--- config.mk ---
export PLATFORM = sky130hd
export DESIGN_NAME = cac_decoder_seq
export DESIGN_NICKNAME = d
export VERILOG_FILES = /design/src/rtl/cac_decoder_seq.sv
export SDC_FILE = /design/constraint.sdc
export NUM_CORES = 1
export LEC_CHECK = 0
export BUFFER_PORTS_ARGS = -buffer_cell sky130_fd_sc_hd__buf_2
export CAP_MARGIN = 20
export CORE_MARGIN = 5
export CORE_UTILIZATION = 54
export CTS_BUF_LIST = sky130_fd_sc_hd__clkbuf_4
export DETAILED_ROUTE_END_ITERATION = 7
export PLACE_DENSITY = 0.77
export SLEW_MARGIN = 20
export SYNTH_ARGS = -nofsm -noshare
export SYNTH_HDL_FRONTEND = slang
export SYNTH_SLANG_ARGS = --single-unit
--- constraint.sdc ---
create_clock -name clock -period 2.3 [get_ports clock]
set_clock_uncertainty 0.2 [all_clocks]
set_input_delay 0.115 -clock clock [delete_from_list [all_inputs] [get_ports clock]]
set_output_delay 0.115 -clock clock [all_outputs]
set_load 0.02 [all_outputs]
--- src/rtl/cac_decoder_seq.sv ---
// Sequential decoder for Fibonacci-numeral-system CAC codewords: one bit per cycle,
// producing the weighted sum, an overflow flag and a non-canonical (adjacent ones) flag.
module cac_decoder_seq #(
    parameter int unsigned CW = 4,
    parameter int unsigned DW = 3
) (
    input  logic          clock,
    input  logic          reset,
    input  logic [CW-1:0] code_in,
    input  logic          in_valid,
    output logic          in_ready,
    output logic [DW-1:0] data_out,
    output logic          ovf_out,
    output logic          adj_out,
    output logic          out_valid,
    input  logic          out_ready
);

    localparam int unsigned IW = $clog2(CW + 1);
    localparam logic [IW-1:0] LastIdx = IW'(CW - 1);
    // Largest value representable in DW bits, widened so the compare never truncates.
    localparam logic [CW:0] DataMax = {(CW + 1){1'b1}} >> (CW + 1 - DW);

    typedef enum logic [1:0] {StIdle, StDecode, StDone} state_e;

    state_e        state_q, state_d;
    logic [CW-1:0] code_q, acc_q, w_q, wn_q;
    logic [IW-1:0] idx_q;
    logic          adj_q;
    logic [DW-1:0] data_q;
    logic          ovf_q, res_adj_q;

    logic [CW-1:0] acc_nxt;
    logic          adj_nxt;
    logic          last_bit;
    logic          accept;

    assign accept   = (state_q == StIdle) && in_valid;
    assign last_bit = (idx_q == LastIdx);
    // The captured word shifts right, so bit 0 is always the bit under decode.
    assign acc_nxt  = acc_q + (code_q[0] ? w_q : '0);
    assign adj_nxt  = adj_q | (code_q[0] & code_q[1]);

    always_ff @(posedge clock or posedge reset) begin
        if (reset) begin
            state_q <= StIdle;
        end else begin
            state_q <= state_d;
        end
    end

    always_comb begin
        state_d = state_q;
        unique case (state_q)
            StIdle:   if (in_valid)  state_d = StDecode;
            StDecode: if (last_bit)  state_d = StDone;
            StDone:   if (out_ready) state_d = StIdle;
            default:  state_d = StIdle;
        endcase
    end

    always_comb begin
        in_ready  = 1'b0;
        out_valid = 1'b0;
        unique case (state_q)
            StIdle:   in_ready  = 1'b1;
            StDecode: ;
            StDone:   out_valid = 1'b1;
            default:  ;
        endcase
    end

    always_ff @(posedge clock or posedge reset) begin
        if (reset) begin
            code_q    <= '0;
            acc_q     <= '0;
            w_q       <= '0;
            wn_q      <= '0;
            idx_q     <= '0;
            adj_q     <= 1'b0;
            data_q    <= '0;
            ovf_q     <= 1'b0;
            res_adj_q <= 1'b0;
        end else if (accept) begin
            code_q <= code_in;
            acc_q  <= '0;
            w_q    <= CW'(1);
            wn_q   <= CW'(2);
            idx_q  <= '0;
            adj_q  <= 1'b0;
        end else if (state_q == StDecode) begin
            code_q <= {1'b0, code_q[CW-1:1]};
            acc_q  <= acc_nxt;
            w_q    <= wn_q;
            wn_q   <= w_q + wn_q;
            idx_q  <= idx_q + IW'(1);
            adj_q  <= adj_nxt;
            if (last_bit) begin
                data_q    <= acc_nxt[DW-1:0];
                ovf_q     <= {1'b0, acc_nxt} > DataMax;
                res_adj_q <= adj_nxt;
            end
        end
    end

    assign data_out = data_q;
    assign ovf_out  = ovf_q;
    assign adj_out  = res_adj_q;

endmodule

# After elaboration in Yosys (flattened, before gate mapping)

Cells that the tools add are included.

Input bits: 8
RAM bits: 0
Memories kept: 0
Bits in latches: 0
Memory bits (read-only): 0
Register bits after elaboration: 27

Reduce and logical (&&, ||, !) cells: 5
Multiply operators: 0
Add/subtract/negate cells: 3
Equality and inequality tests: 6
Order comparisons: 1
Divide/modulo/power cells: 0
Bitwise operators: 3
Muxes and demuxes: 19
Shifts and indexed selects: 0

Operators with widths:

| operator            | count |
|---|---|
| $mux 4              | 9 |
| $add 4x4->4         | 2 |
| $mux 2              | 3 |
| $mux 3              | 2 |
| $ne 2x2->1 const B  | 3 |
| $pmux 2 s3          | 1 |
| $reduce_and 3->1    | 2 |
| $gt 4x3->1 const B  | 1 |
| $mux 1              | 4 |
| $add 3x1->3 const B | 1 |
| $eq 3x2->1 const B  | 1 |
| $eq 2x1->1 const B  | 1 |
| $eq 2x2->1 const B  | 1 |
| $logic_not 2->1     | 1 |
| $reduce_bool 2->1   | 1 |
| $and 1x1->1         | 1 |
| $logic_and 1x1->1   | 1 |
| $not 1->1           | 1 |
| $or 1x1->1          | 1 |

# Logic depth before layout (Yosys ltp)

Word-level depth: 4
Gate-level depth with buffers: 6

# Worst setup path after synthesis

No wires, ideal clock.

Kind: register to register
Start: register code_q[0]
End: register ovf_q, in the netlist ovf_out
Path buffers: 0
Library setup time: 125 ps
Arrival time: 1801 ps
Required time: 1975 ps
Slack: 175 ps
Cell stages (with the launch flop): 7
Path through: dfrtp_1 -> and2_1 -> ha_1 -> a21o_1 -> a21oi_4 -> xor3_1 -> mux2_2

Word-level cells in the longest chain between the ends: 3

Ends and longest elaborated chain:

| what                   | RTL line | source |
|---|---|---|
| start, declared        | 27       | `logic [CW-1:0] code_q, acc_q, w_q, wn_q;` |
| start signal, assigned | 85       | `code_q <= code_in;` |
| start signal, assigned | 92       | `code_q <= {1'b0, code_q[CW-1:1]};` |
| $mux 4                 | 41       | `assign acc_nxt = acc_q + (code_q[0] ? w_q : '0);` |
| $add 4x4->4            | 41       |  |
| $gt 4x3->1             | 100      | `ovf_q <= {1'b0, acc_nxt} > DataMax;` |
| end signal, assigned   | 100      |  |
| end, declared          | 31       | `logic ovf_q, res_adj_q;` |

No other way between the ends.
A chain may end at the register's enable or synchronous reset.

# Worst setup path in the final report

Ends and elaborated chain as after synthesis.

==> results.yml <==
outcome:
  outcome: "finished clean"
yosys:
  synth_nets: 142
  synth_common_cells: "27 x dfrtp_1, 13 x nand2_1, 8 x ha_1, 8 x o21ai_0"
  avgSynthCellArea_um2: 11.4
  ys_async_sr_fraction: 1.00
  netlist.top_cell.by_area: "dfrtp_1"
  synth-main-ff-cell: "dfrtp_1"
  synth_most_common_cell: "dfrtp_1"
  yosys-top-cells-area: "dfrtp_1 48%, ha_1 7.1%, a22o_1 3.7%, nand2_1 3.5%, fa_1 2.8%"
  synth-edff-count: 0
  synth_top_area_frac: 0.478
  synth_warnings: 0
  syn_area_um2: 1410
  ys_types: 37
  synth_cells: 124
  synth.ff_latch_count: 27
  synth-seq-area-share: 0.478
grt:
  grt_pass1_vias: 1098
  grt_antenna_before_repair: 0
  grt_usage: 0.184
  globalRoute.totalOverflow: 0
  grt_max_degree: 28
  grt_pass1_wl_um: 4930
layout:
  post-route-util: 0.645
  diodes: 0
  drive_gt1_frac: 0.208
  final_nets: 168
  area_delta_synth_final_pct: 14.1
  final_cells: 179
  fillers: 187
  final-seq-area_um2: 676
  multiInputGateArea_um2: 676
sta:
  rsz0062_at_grt: "no"
  setup_tns_ps: 0
  slew_viol_final: 0
  fin_crit_ps: 2160
  worstMarginPinSlew_ps: 683
  post-route-period-util: 0.940
  whs_ps: 154
  max_freq_ghz: 0.462
  setup_violations: 0
  max-slew-margin-rel: 0.545
  timing_hold_violations_final: 0
drt:
  ant_nets: 0
  vias_per_cell: 5.85
  dr.pass1.iters: 4
  drc: 0
  wirelength_um: 2800
  vias: 1047
  wl_per_cell_um: 15.6
  drt_iter0_drc: 53
clocking:
  cts_hold_buf: 8
  clkLatencyLatePin_ps: 330
  numCtsBuffers: 3
  cts.sinks: 27
  cts_setup_buffers: 0
  cts_resized: 0
  tritoncts: "done"
  cts_root_buf: "clkbuf_4"
  cts_max_path_buffers: 2
  h-tree-depth: 1
  cts.clk_slew.worst_paths_ps: 150
setup_path:
  cp-start-kind: "flop"
  critPathMaxStageDelay_ps: 410
  crit_slowest_cell: "dfrtp_1"
  critPathTopFamily: "flip-flops"
  crit_path_end_kind: "flop"
  arrival_ps: 2200
  critPathBufInv: 0
  worstSetupPathType: "flop to flop"
  critPathMaxFanout: 3
  crit_required_ps: 2340
  cp_cell_sequence: "and2_1 > ha_1 > a21o_1 > a21oi_4 > xor3_1 > mux2_2"
die:
  die_w_um: 61.1
  start_util: 0.565
  io_pins: 15
  row_count: 18
  die_y_um: 61.1
  die_area_um2: 3740
  core_area_um2: 2500
power:
  p_leak_nw: 0.801
  cellPowerDensity_nw_per_um2: 1340
  max-vdd-ir-drop_mv: 0.944
placement:
  io_buffers: 14
  gp_congestion: 0.784
  dp_hpwl_um: 1820
  dpl.cell_count: 167
run:
  maxCapViolCount: 0
min_path:
  hold_class: "primary input to async pin"
## tightest hold or removal path: cells and delay by family
kind	cells	cell delay, ps
buffers and inverters	4	1000
## power breakdown
group | internal, mW | switching (mW) | total [mW]
Clock | 0.0654 | 0.148 | 0.213
Sequential | 0.686 | 0.169 | 0.855
Combinational | 0.504 | 0.586 | 1.09
## layout make-up
type                    count  share of cell area
repair buffers             25               0.107
multi-input cells          87               0.419
flip-flops and latches     27               0.419
well taps                  30              0.0233
inverters                   6              0.0140
clock inverters             1             0.00311
clock buffers               3              0.0140
## kinds of logic (layout without fill, tap and decap cells)
group | after synthesis | in the layout | synth area share
mux | 5 | 5 | 0.0443
simple gates | 33 | 33 | 0.125
fa+ha+maj | 10 | 10 | 0.0992
xor+xnor | 5 | 5 | 0.0416
buf+inv | 10 | 35 | 0.0434
compound gates | 34 | 34 | 0.168
flops | 27 | 27 | 0.478
## sequential cells by signal (all words and copies together), names as in the netlist
signal    cells
adj_out       1
idx_q         3
data_out      3
ovf_out       1
wn_q          4
code_q        4
w_q           4
state_q       2
adj_q         1
acc_q         4
## worst paths after layout
kind	slack, ps	depth (start not counted)	to	start
max reg2reg	140	6	ovf_out$_DFFE_PP0P_	code_q[0]$_DFFE_PP0P_
max	140	6	ovf_out$_DFFE_PP0P_	code_q[0]$_DFFE_PP0P_
max in group asynchronous	1480	4	w_q[1]$_DFFE_PP0P_	reset
min reg2reg	290	2	data_out[2]$_DFFE_PP0P_	data_out[2]$_DFFE_PP0P_
min	150	4	adj_out$_DFFE_PP0P_	reset
min in group clock	290	2	data_out[2]$_DFFE_PP0P_	data_out[2]$_DFFE_PP0P_
## layout by cell type, fill, tap and decap left out, types with 3 or more instances in the layout
cell,netlist,routed
buf_2,1,14
dfrtp_1,27,27
nand3_1,3,3
buf_4,0,3
inv_1,5,5
a22o_1,6,6
dlygate4sd3_1,0,8
a22oi_1,3,3
clkbuf_4,0,3
nor2_1,6,6
o21ai_0,8,8
ha_1,8,8
a21oi_1,5,5
nand2_1,13,13
and2_1,3,3
## stage by stage
step                worst slack [ps]  instance area, um^2  power [mW]
finish                           137                 1610        2.16
global route                    60.8                 1610        2.37
CTS                              127                 1610        2.16
detailed placement               153                 1500        1.94
global placement                 203                 1500        1.89
floorplan                        175                 1410        1.72
## per-layer routing
layer / wire length (um) / GRT usage / up-vias
li1: - / - / 494
met1: 1250 / 0.234 / 501
met2: 1230 / 0.272 / 36
met3: 161 / 0.0377 / 16
met4: 163 / 0.149 / 0
met5: 0 / 0 / -
Power figures use the tool's default switching activity.
